<file path="src/rtl/id_ex_hazard_if.sv">
// Signal bundle between the ID/EX hazard controller (slave) and the pipeline datapath (master).
// HAZ_STATS_EN adds the three 32-bit statistics outputs.
interface id_ex_hazard_if;
  localparam int unsigned REG_W  = 5;
  localparam int unsigned STAT_W = 32;

  logic [REG_W-1:0]  id_rs;
  logic [REG_W-1:0]  id_rt;
  logic              id_uses_rt;
  logic              idex_memread;
  logic [REG_W-1:0]  idex_rt;
  logic              ex_branch_taken;
  logic              ex_jump;
  logic              mem_busy;
  logic              pc_write;
  logic              ifid_write;
  logic              ifid_flush;
  logic              idex_bubble;
  logic              idex_hold;
  logic [1:0]        hz_state;
  logic              mem_timeout;
`ifdef HAZ_STATS_EN
  logic [STAT_W-1:0] stat_lu;
  logic [STAT_W-1:0] stat_mem;
  logic [STAT_W-1:0] stat_flush;

  modport master (
    output id_rs, id_rt, id_uses_rt, idex_memread, idex_rt, ex_branch_taken, ex_jump, mem_busy,
    input  pc_write, ifid_write, ifid_flush, idex_bubble, idex_hold, hz_state, mem_timeout,
    input  stat_lu, stat_mem, stat_flush
  );
  modport slave (
    input  id_rs, id_rt, id_uses_rt, idex_memread, idex_rt, ex_branch_taken, ex_jump, mem_busy,
    output pc_write, ifid_write, ifid_flush, idex_bubble, idex_hold, hz_state, mem_timeout,
    output stat_lu, stat_mem, stat_flush
  );
`else
  modport master (
    output id_rs, id_rt, id_uses_rt, idex_memread, idex_rt, ex_branch_taken, ex_jump, mem_busy,
    input  pc_write, ifid_write, ifid_flush, idex_bubble, idex_hold, hz_state, mem_timeout
  );
  modport slave (
    input  id_rs, id_rt, id_uses_rt, idex_memread, idex_rt, ex_branch_taken, ex_jump, mem_busy,
    output pc_write, ifid_write, ifid_flush, idex_bubble, idex_hold, hz_state, mem_timeout
  );
`endif
endinterface

</file>
<file path="src/rtl/id_ex_hazard_ctrl.sv">
// ID/EX producer-side hazard control: load-use stall, EX redirect flush, memory-wait freeze + timeout.
// Optional HAZ_STATS_EN adds free-running lu/mem/flush cycle counters.
module id_ex_hazard_ctrl #(
  parameter int unsigned MEM_TIMEOUT = 200,
  parameter int unsigned WAIT_CNT_W  = 8
) (
  input  logic          clk,
  input  logic          rst_n,
  id_ex_hazard_if.slave hz_if
);

  typedef enum logic [1:0] {
    ST_RUN      = 2'd0,
    ST_LU_STALL = 2'd1,
    ST_MEM_WAIT = 2'd2,
    ST_FLUSH    = 2'd3
  } hz_state_e;

  hz_state_e             state_q, state_d;
  logic [WAIT_CNT_W-1:0] wait_cnt_q, wait_cnt_d;
  logic                  pending_q, pending_d;
  logic                  timeout_q, timeout_d;

  logic xfer_c, redir_c, lu_c;
  logic pc_write_c, ifid_write_c, ifid_flush_c, idex_bubble_c, idex_hold_c;

  // Register 0 is never a real destination, so idex_rt==0 can never hazard
  assign lu_c = hz_if.idex_memread && (hz_if.idex_rt != 5'd0) &&
                ((hz_if.idex_rt == hz_if.id_rs) ||
                 (hz_if.id_uses_rt && (hz_if.idex_rt == hz_if.id_rt)));
  assign xfer_c  = hz_if.ex_branch_taken | hz_if.ex_jump;
  assign redir_c = xfer_c | pending_q;

  // State register
  always_ff @(posedge clk or negedge rst_n) begin
    if (!rst_n) begin
      state_q    <= ST_RUN;
      wait_cnt_q <= '0;
      pending_q  <= 1'b0;
      timeout_q  <= 1'b0;
    end else begin
      state_q    <= state_d;
      wait_cnt_q <= wait_cnt_d;
      pending_q  <= pending_d;
      timeout_q  <= timeout_d;
    end
  end

  // Next state: records which cause won this cycle
  always_comb begin
    state_d    = ST_RUN;
    wait_cnt_d = '0;
    pending_d  = pending_q;
    timeout_d  = timeout_q;
    if (hz_if.mem_busy) begin
      state_d    = ST_MEM_WAIT;
      wait_cnt_d = (&wait_cnt_q) ? wait_cnt_q : wait_cnt_q + WAIT_CNT_W'(1);
      pending_d  = pending_q | xfer_c;
    end else if (redir_c) begin
      state_d   = ST_FLUSH;
      pending_d = 1'b0;
    end else if (lu_c) begin
      state_d = ST_LU_STALL;
    end
    if (wait_cnt_d == WAIT_CNT_W'(MEM_TIMEOUT)) begin
      timeout_d = 1'b1;
    end
  end

  // Strobes are decoded straight from inputs so a hazard gates this cycle's writes
  always_comb begin
    pc_write_c    = 1'b1;
    ifid_write_c  = 1'b1;
    ifid_flush_c  = 1'b0;
    idex_bubble_c = 1'b0;
    idex_hold_c   = 1'b0;
    if (!rst_n) begin
      pc_write_c    = 1'b0;
      ifid_write_c  = 1'b0;
      idex_bubble_c = 1'b1;
    end else if (hz_if.mem_busy) begin
      pc_write_c   = 1'b0;
      ifid_write_c = 1'b0;
      idex_hold_c  = 1'b1;
    end else if (redir_c) begin
      ifid_flush_c  = 1'b1;
      idex_bubble_c = 1'b1;
    end else if (lu_c) begin
      pc_write_c    = 1'b0;
      ifid_write_c  = 1'b0;
      idex_bubble_c = 1'b1;
    end
  end

  assign hz_if.pc_write    = pc_write_c;
  assign hz_if.ifid_write  = ifid_write_c;
  assign hz_if.ifid_flush  = ifid_flush_c;
  assign hz_if.idex_bubble = idex_bubble_c;
  assign hz_if.idex_hold   = idex_hold_c;
  assign hz_if.hz_state    = 2'(state_q);
  assign hz_if.mem_timeout = timeout_q;

`ifdef HAZ_STATS_EN
  logic [31:0] stat_lu_q, stat_mem_q, stat_flush_q;

  // Cycle counters for the winning cause; wrap naturally
  always_ff @(posedge clk or negedge rst_n) begin
    if (!rst_n) begin
      stat_lu_q    <= '0;
      stat_mem_q   <= '0;
      stat_flush_q <= '0;
    end else begin
      if (hz_if.mem_busy)                         stat_mem_q   <= stat_mem_q + 32'd1;
      if (!hz_if.mem_busy && redir_c)             stat_flush_q <= stat_flush_q + 32'd1;
      if (!hz_if.mem_busy && !redir_c && lu_c)    stat_lu_q    <= stat_lu_q + 32'd1;
    end
  end

  assign hz_if.stat_lu    = stat_lu_q;
  assign hz_if.stat_mem   = stat_mem_q;
  assign hz_if.stat_flush = stat_flush_q;
`endif

`ifndef SYNTHESIS
  logic [4:0] lu_rt_q;

  always_ff @(posedge clk or negedge rst_n) begin
    if (!rst_n) begin
      lu_rt_q <= '0;
    end else if (!hz_if.mem_busy && !redir_c && lu_c) begin
      lu_rt_q <= hz_if.idex_rt;
    end
  end

  // The inserted bubble must have cleared the load, so the same lu cannot recur
  a_lu_twice: assert property (@(posedge clk) disable iff (!rst_n)
    !((state_q == ST_LU_STALL) && lu_c && (hz_if.idex_rt == lu_rt_q)));
`endif

endmodule

</file>
<file path="src/flat_wrapper.sv">
// flat-port wrapper written by rule: the top's interface ports become plain ports
module id_ex_hazard_ctrl_flat 
#(
  parameter int unsigned MEM_TIMEOUT = 200,
  parameter int unsigned WAIT_CNT_W  = 8
)
  (clk, rst_n, hz_if_id_rs, hz_if_id_rt, hz_if_id_uses_rt, hz_if_idex_memread, hz_if_idex_rt, hz_if_ex_branch_taken, hz_if_ex_jump, hz_if_mem_busy, hz_if_pc_write, hz_if_ifid_write, hz_if_ifid_flush, hz_if_idex_bubble, hz_if_idex_hold, hz_if_hz_state, hz_if_mem_timeout);
  id_ex_hazard_if hz_if_i ();
  input  logic clk;
  input  logic rst_n;
  input wire logic [$bits(hz_if_i.id_rs)-1:0] hz_if_id_rs;
  input wire logic [$bits(hz_if_i.id_rt)-1:0] hz_if_id_rt;
  input wire logic [$bits(hz_if_i.id_uses_rt)-1:0] hz_if_id_uses_rt;
  input wire logic [$bits(hz_if_i.idex_memread)-1:0] hz_if_idex_memread;
  input wire logic [$bits(hz_if_i.idex_rt)-1:0] hz_if_idex_rt;
  input wire logic [$bits(hz_if_i.ex_branch_taken)-1:0] hz_if_ex_branch_taken;
  input wire logic [$bits(hz_if_i.ex_jump)-1:0] hz_if_ex_jump;
  input wire logic [$bits(hz_if_i.mem_busy)-1:0] hz_if_mem_busy;
  output wire logic [$bits(hz_if_i.pc_write)-1:0] hz_if_pc_write;
  output wire logic [$bits(hz_if_i.ifid_write)-1:0] hz_if_ifid_write;
  output wire logic [$bits(hz_if_i.ifid_flush)-1:0] hz_if_ifid_flush;
  output wire logic [$bits(hz_if_i.idex_bubble)-1:0] hz_if_idex_bubble;
  output wire logic [$bits(hz_if_i.idex_hold)-1:0] hz_if_idex_hold;
  output wire logic [$bits(hz_if_i.hz_state)-1:0] hz_if_hz_state;
  output wire logic [$bits(hz_if_i.mem_timeout)-1:0] hz_if_mem_timeout;
  assign hz_if_i.id_rs = hz_if_id_rs;
  assign hz_if_i.id_rt = hz_if_id_rt;
  assign hz_if_i.id_uses_rt = hz_if_id_uses_rt;
  assign hz_if_i.idex_memread = hz_if_idex_memread;
  assign hz_if_i.idex_rt = hz_if_idex_rt;
  assign hz_if_i.ex_branch_taken = hz_if_ex_branch_taken;
  assign hz_if_i.ex_jump = hz_if_ex_jump;
  assign hz_if_i.mem_busy = hz_if_mem_busy;
  assign hz_if_pc_write = hz_if_i.pc_write;
  assign hz_if_ifid_write = hz_if_i.ifid_write;
  assign hz_if_ifid_flush = hz_if_i.ifid_flush;
  assign hz_if_idex_bubble = hz_if_i.idex_bubble;
  assign hz_if_idex_hold = hz_if_i.idex_hold;
  assign hz_if_hz_state = hz_if_i.hz_state;
  assign hz_if_mem_timeout = hz_if_i.mem_timeout;
  id_ex_hazard_ctrl #(.MEM_TIMEOUT(MEM_TIMEOUT), .WAIT_CNT_W(WAIT_CNT_W)) u_core (.clk(clk), .rst_n(rst_n), .hz_if(hz_if_i));
endmodule
</file>
<file path="config.mk">
export PLATFORM = sky130hd
export DESIGN_NAME = id_ex_hazard_ctrl_flat
export DESIGN_NICKNAME = d
export VERILOG_FILES = /design/src/rtl/id_ex_hazard_if.sv /design/src/rtl/id_ex_hazard_ctrl.sv /design/src/flat_wrapper.sv
export SDC_FILE = /design/constraint.sdc
export NUM_CORES = 1
export LEC_CHECK = 0
export ABC_AREA = 1
export CORE_UTILIZATION = 49
export CTS_CLUSTER_DIAMETER = 40
export DETAILED_ROUTE_END_ITERATION = 7
export PLACE_DENSITY = 0.84
export RECOVER_POWER = 100
export SLEW_MARGIN = 20
export SYNTH_ARGS = -nofsm -noshare
export SYNTH_HDL_FRONTEND = slang
export SYNTH_SLANG_ARGS = --single-unit
</file>
<file path="constraint.sdc">
create_clock -name clk -period 3.74 [get_ports clk]
set_input_delay 0.748 -clock clk [delete_from_list [all_inputs] [get_ports clk]]
set_output_delay 0.748 -clock clk [all_outputs]
set_load 0.01 [all_outputs]
</file>
# [After elaboration in Yosys (flattened, before gate mapping)]
# Cells that the tools add are included.
[word_totals] reg_bits=12 in_bits=22 output_inout_bits=8 wordCells=37
[op_classes] n_addsub=1 eq_ne=3 muxes=20 bitwise_logic=2 reduce_logical=7
[ops] operator="$mux W1" count=16
[ops] operator="$mux W8" count=2
[ops] operator="$eq A5 B5 Y1" count=2
[ops] operator="$add A8 B1 Y8 const B" count=1
[ops] operator="$eq A8 B8 Y1 const B" count=1
[ops] operator="$reduce_and A8 Y1" count=1
[ops] operator="$reduce_bool A5 Y1" count=1
[ops] operator="$mux W2" count=2
[ops] operator="$logic_and A1 B1 Y1" count=3
[ops] operator="$or A1 B1 Y1" count=2
[ops] operator="$reduce_bool A2 Y1" count=1
[ops] operator="$logic_or A1 B1 Y1" count=1

# [Logic depth before layout (Yosys ltp)]
# Gate-level depths: netlist (run 1).
[logic_depth] ltp_word=8 ltp_mapped=11 mapped_depth_nobuf=11

# [Least setup slack after synthesis (run 1)]
# Ideal clock, no wire load.
[synth_path] kind="input port to output port" start="input hz_if_mem_busy" end="output hz_if_pc_write" arrival_ps=1618 required_time_ps=2992 slack_ps=1374 stages=5 path_buffers=2 cell_sequence="bufbuf_16 > inv_2 > nand2_1 > a31oi_1 > buf_4"
[synth_via] elab_chain_cells=2
[synth_lines] item="start: declaration" line="flat_wrapper.sv:18" text="input wire logic [$bits(hz_if_i.mem_busy)-1:0] hz_if_mem_busy;"
[synth_lines] item="$mux W1 (2 in a row)"
[synth_lines] item="end: declaration" line="flat_wrapper.sv:19" text="output wire logic [$bits(hz_if_i.pc_write)-1:0] hz_if_pc_write;"
# No other way between the ends.

# [Worst setup path in the final report (run 1)]
[layout_path] start="input hz_if_mem_busy" end="output hz_if_ifid_write"
[layout_via] elab_chain_cells=2
[layout_lines] item="$mux W1" line="id_ex_hazard_ctrl.sv:81" text="end else if (hz_if.mem_busy) begin"
[layout_lines] item="$mux W1" line="id_ex_hazard_ctrl.sv:77" text="if (!rst_n) begin"
[layout_lines] item="end: declaration" line="flat_wrapper.sv:20" text="output wire logic [$bits(hz_if_i.ifid_write)-1:0] hz_if_ifid_write;"
# No other way between the ends.

==> results of run 1 <==
==> cells in the final DEF (no fill, tap or decap) <==
cell             count
nor2_1              19
o21a_2               1
nand2_2              3
ha_1                 1
nor3_1               1
nand2_1             45
o21ai_1              2
inv_4                1
o21ai_0              1
clkbuf_8             1
inv_2                1
o21bai_1             1
xor2_1               2
clkinv_2             1
clkbuf_4             3
dlygate4sd3_1       10
a31oi_1              3
clkbuf_1             1
dfrtp_1             12
nand2_4              1
clkdlybuf4s50_1     19
inv_1               30
clkinv_1             1
nor2_4               2
nand3_1             16
xnor2_1              1
==> power by group through the flow <==
stage,logic [mW],registers [mW],clock network [mW]
detailed placement,0.0753,0.140,0
global placement,0.0737,0.140,0
floorplan,0.0374,0.140,0
global route,0.0802,0.138,0.111
finish,0.0714,0.138,0.102
CTS,0.0757,0.138,0.104
==> cell families (layout without fill, tap and decap cells) <==
family,count (synthesis),in the layout,synth area share
xor gates and xnor gates,3,3,0.0276
AOI/OAI and AO/OA,8,8,0.0526
and+or+nand+nor,87,87,0.411
DFF,12,12,0.316
adders and majority gates,1,1,0.0132
buffers and inverters,36,68,0.180
==> area by class of cell <==
type,instances,area [um^2],share of cell area
Inverter,34,131,0.104
Tap cell,25,31.3,0.0248
Multi-Input combinational cell,99,467,0.370
Timing Repair Buffer,30,294,0.233
Sequential cell,12,300,0.238
Clock buffer,4,36.3,0.0288
==> Yosys cell counts <==
library cell	number
nand2_4	1
buf_4	1
ha_1	1
o21bai_1	1
nand2_1	45
nor2_2	1
o21ai_1	2
a31oi_1	3
nand2_2	3
o21ai_0	1
inv_2	2
inv_4	1
clkinv_1	1
nand3_1	14
nor3_1	1
nand3_2	2
xor2_1	2
o21a_2	1
inv_1	29
dfrtp_1	12
nor2_4	2
clkinv_2	1
nor2_1	18
bufbuf_16	1
xnor2_1	1
==> worst max-delay path, delay by kind of cell <==
kind | cells | cell delay (ps)
buffers and inverters | 3 | 1540
AND/OR/NAND/NOR | 1 | 130
AO/OA/AOI/OAI | 1 | 180
==> through the flow <==
stage	hold WS, ps	std cells	setup slack, ps	instance area, um^2
after floorplan	452	147	1370	951
after global placement	451	200	504	1240
after detailed placement	448	200	494	1240
after CTS	476	204	489	1280
after global routing	501	204	225	1260
final	467	204	391	1260
==> sequential cells by signal, summed over array words and instances (netlist names) <==
register                  count
u_core.wait_cnt_q             8
u_core.hz_if.hz_state         2
u_core.hz_if.mem_timeout      1
u_core.pending_q              1
==> routing by layer <==
layer,track usage,vias to the layer above
li1,-,499
met1,0.302,429
met2,0.361,29
met3,0.0588,0
met4,0.0176,0
met5,0,-
==> worst paths after layout <==
check / endpoint / start / slack, ps
worst min-delay path: u_core.hz_if.mem_timeout / u_core.hz_if.mem_timeout / 470
worst min register to register: u_core.hz_if.mem_timeout / u_core.hz_if.mem_timeout / 470
min in group asynchronous: u_core.hz_if.hz_state[1] / rst_n / 790
worst max register to register: u_core.hz_if.mem_timeout / u_core.wait_cnt_q[0] / 2200
max in group asynchronous: u_core.wait_cnt_q[7] / rst_n / 2220
worst max-delay path: hz_if_ifid_write / hz_if_mem_busy / 390
==> flow_summary_export.csv, run 1 <==
group,metric,value,unit
sta,fin_skew,4.04,ps
min_path,min_path_type,"reg -> reg",
logic_synthesis,yosysUniqueCellTypes,25,
finish,fillCellCount,154,
place,io_buffer_count,29,
power_and_ir_drop,combPwrFrac,0.230,
global_routing,grt_first_pass_wirelength,3400,um
logic_synthesis,yosys_warnings,0,
die,die_h,46.1,um
drt,wl_met1,944,um
sta,setup_viol,0,
drt,vias_per_cell,4.69,
logic_synthesis,seq_area_frac_synth,0.316,
global_routing,grt_use_total,0.221,
finish,drive_above_1_share,0.0782,
sta,hold_viol,0,
sta,min_period,3350,ps
logic_synthesis,syn-cell-area,951,um^2
setup_path,worstSetupEndpointType,"output pin",
finish,syn_to_final_growth,32.5,%
sta,relSlewSlack,0.624,
setup_path,cp.required,2990,ps
sta,grt_setup_unrepaired,"no",
global_routing,grt_pass1_vias,831,
logic_synthesis,ys_ff_latch,12,
drt,route.met3.wl,108,um
die,initial_core_util,0.539,
min_path,hold_depth,2,
power_and_ir_drop,switching_share,0.259,
power_and_ir_drop,p_per_area,247,nW/um^2
global_routing,antenna_found_initial,0,
clocking,cts_tree,"built",
place,hpwlAfterDp,1720,um
logic_synthesis,syn_nets,170,
drt,vias,957,
setup_path,path_max_fanout,8,
power_and_ir_drop,switchingPower,80.5,uW
drt,drt-wirelength-per-cell,10.0,um
power_and_ir_drop,ir_drop,230,uV
setup_path,reg2regPathDepth,10,
setup_path,slowest_delay,650,ps
setup_path,crit_top_cell,"dlygate4sd3_1",
finish,finalNetCount,203,
clocking,post_cts_buffers,0,
setup_path,startpoint_type,"primary input",
clocking,htree_levels,1,
clocking,cts_inserted_buffers,3,
finish,num_antenna_cells,0,
drt,drt_iter0_markers,27,
clocking,clock_path_buffers,2,
sta,fmax,0.299,GHz
logic_synthesis,syn_avg_cell_area,6.47,um^2
logic_synthesis,synth_largest_area_cell,"dfrtp_1",
drt,top_layer_used,"met3",
global_routing,grt_remaining_overflow,0,
setup_path,cp_cell_sequence,"dlygate4sd3_1, inv_1, nand2_1, a31oi_1, dlygate4sd3_1",
clocking,hold_buffers,0,
global_routing,grt_max_degree,11,
die,die_area,2120,um^2
clocking,clock_latency,270,ps
job,drv_cap,0,
sta,fin_crit_sh,0.896,
setup_path,crit_type,"in -> out",
finish,fin_util,0.714,
sta,fin_tns_setup,0,ps
die,rows,15,
setup_path,slowest_stage,"dlygate4sd3_1",
sta,finalMaxSlewViolations,0,
clocking,ctsResizeCount,0,
logic_synthesis,synth_top_area_frac,0.316,
drt,wl_met2,987,um
clocking,path_clk_slew,70,ps
power_and_ir_drop,p_int,230,uW
power_and_ir_drop,p_clk_frac,0.327,
power_and_ir_drop,sequentialPowerShare,0.444,
outcome,outcome,"complete, no violations",
sta,worst_slew_pin_slew,559,ps
drt,first_pass_iters,4,
logic_synthesis,synth.area.top_cells,"dfrtp_1 32%, nand2_1 18%, inv_1 11%",
die,core,1760,um^2
power_and_ir_drop,power.total,311,uW
die,ios,30,
clocking,cts-root-buf,"clkbuf_4",
logic_synthesis,netlist_instances,147,
drt,remaining_drc_errors,0,
power_and_ir_drop,p_leak,0.695,nW
die,die_x,46.1,um
drt,drt-total-wl,2040,um
setup_path,crit_arrival,2600,ps
clocking,cts_num_sinks,12,
place,routabilityCongestion,0.814,
drt,antenna_left,0,
No activity file was read; power rests on OpenSTA's default activity.
==> run 2: changes to the inputs <==
--- a/config.mk
+++ b/config.mk
@@ -7,7 +7,7 @@
 export LEC_CHECK = 0
 export ABC_AREA = 1
 export CORE_UTILIZATION = 49
-export CTS_CLUSTER_DIAMETER = 40
+export CTS_CLUSTER_DIAMETER = 100
 export DETAILED_ROUTE_END_ITERATION = 7
 export PLACE_DENSITY = 0.84
 export RECOVER_POWER = 100
==> results of run 2 <==
Same layout as run 1: the final DEF is identical, and so are final timing and power.
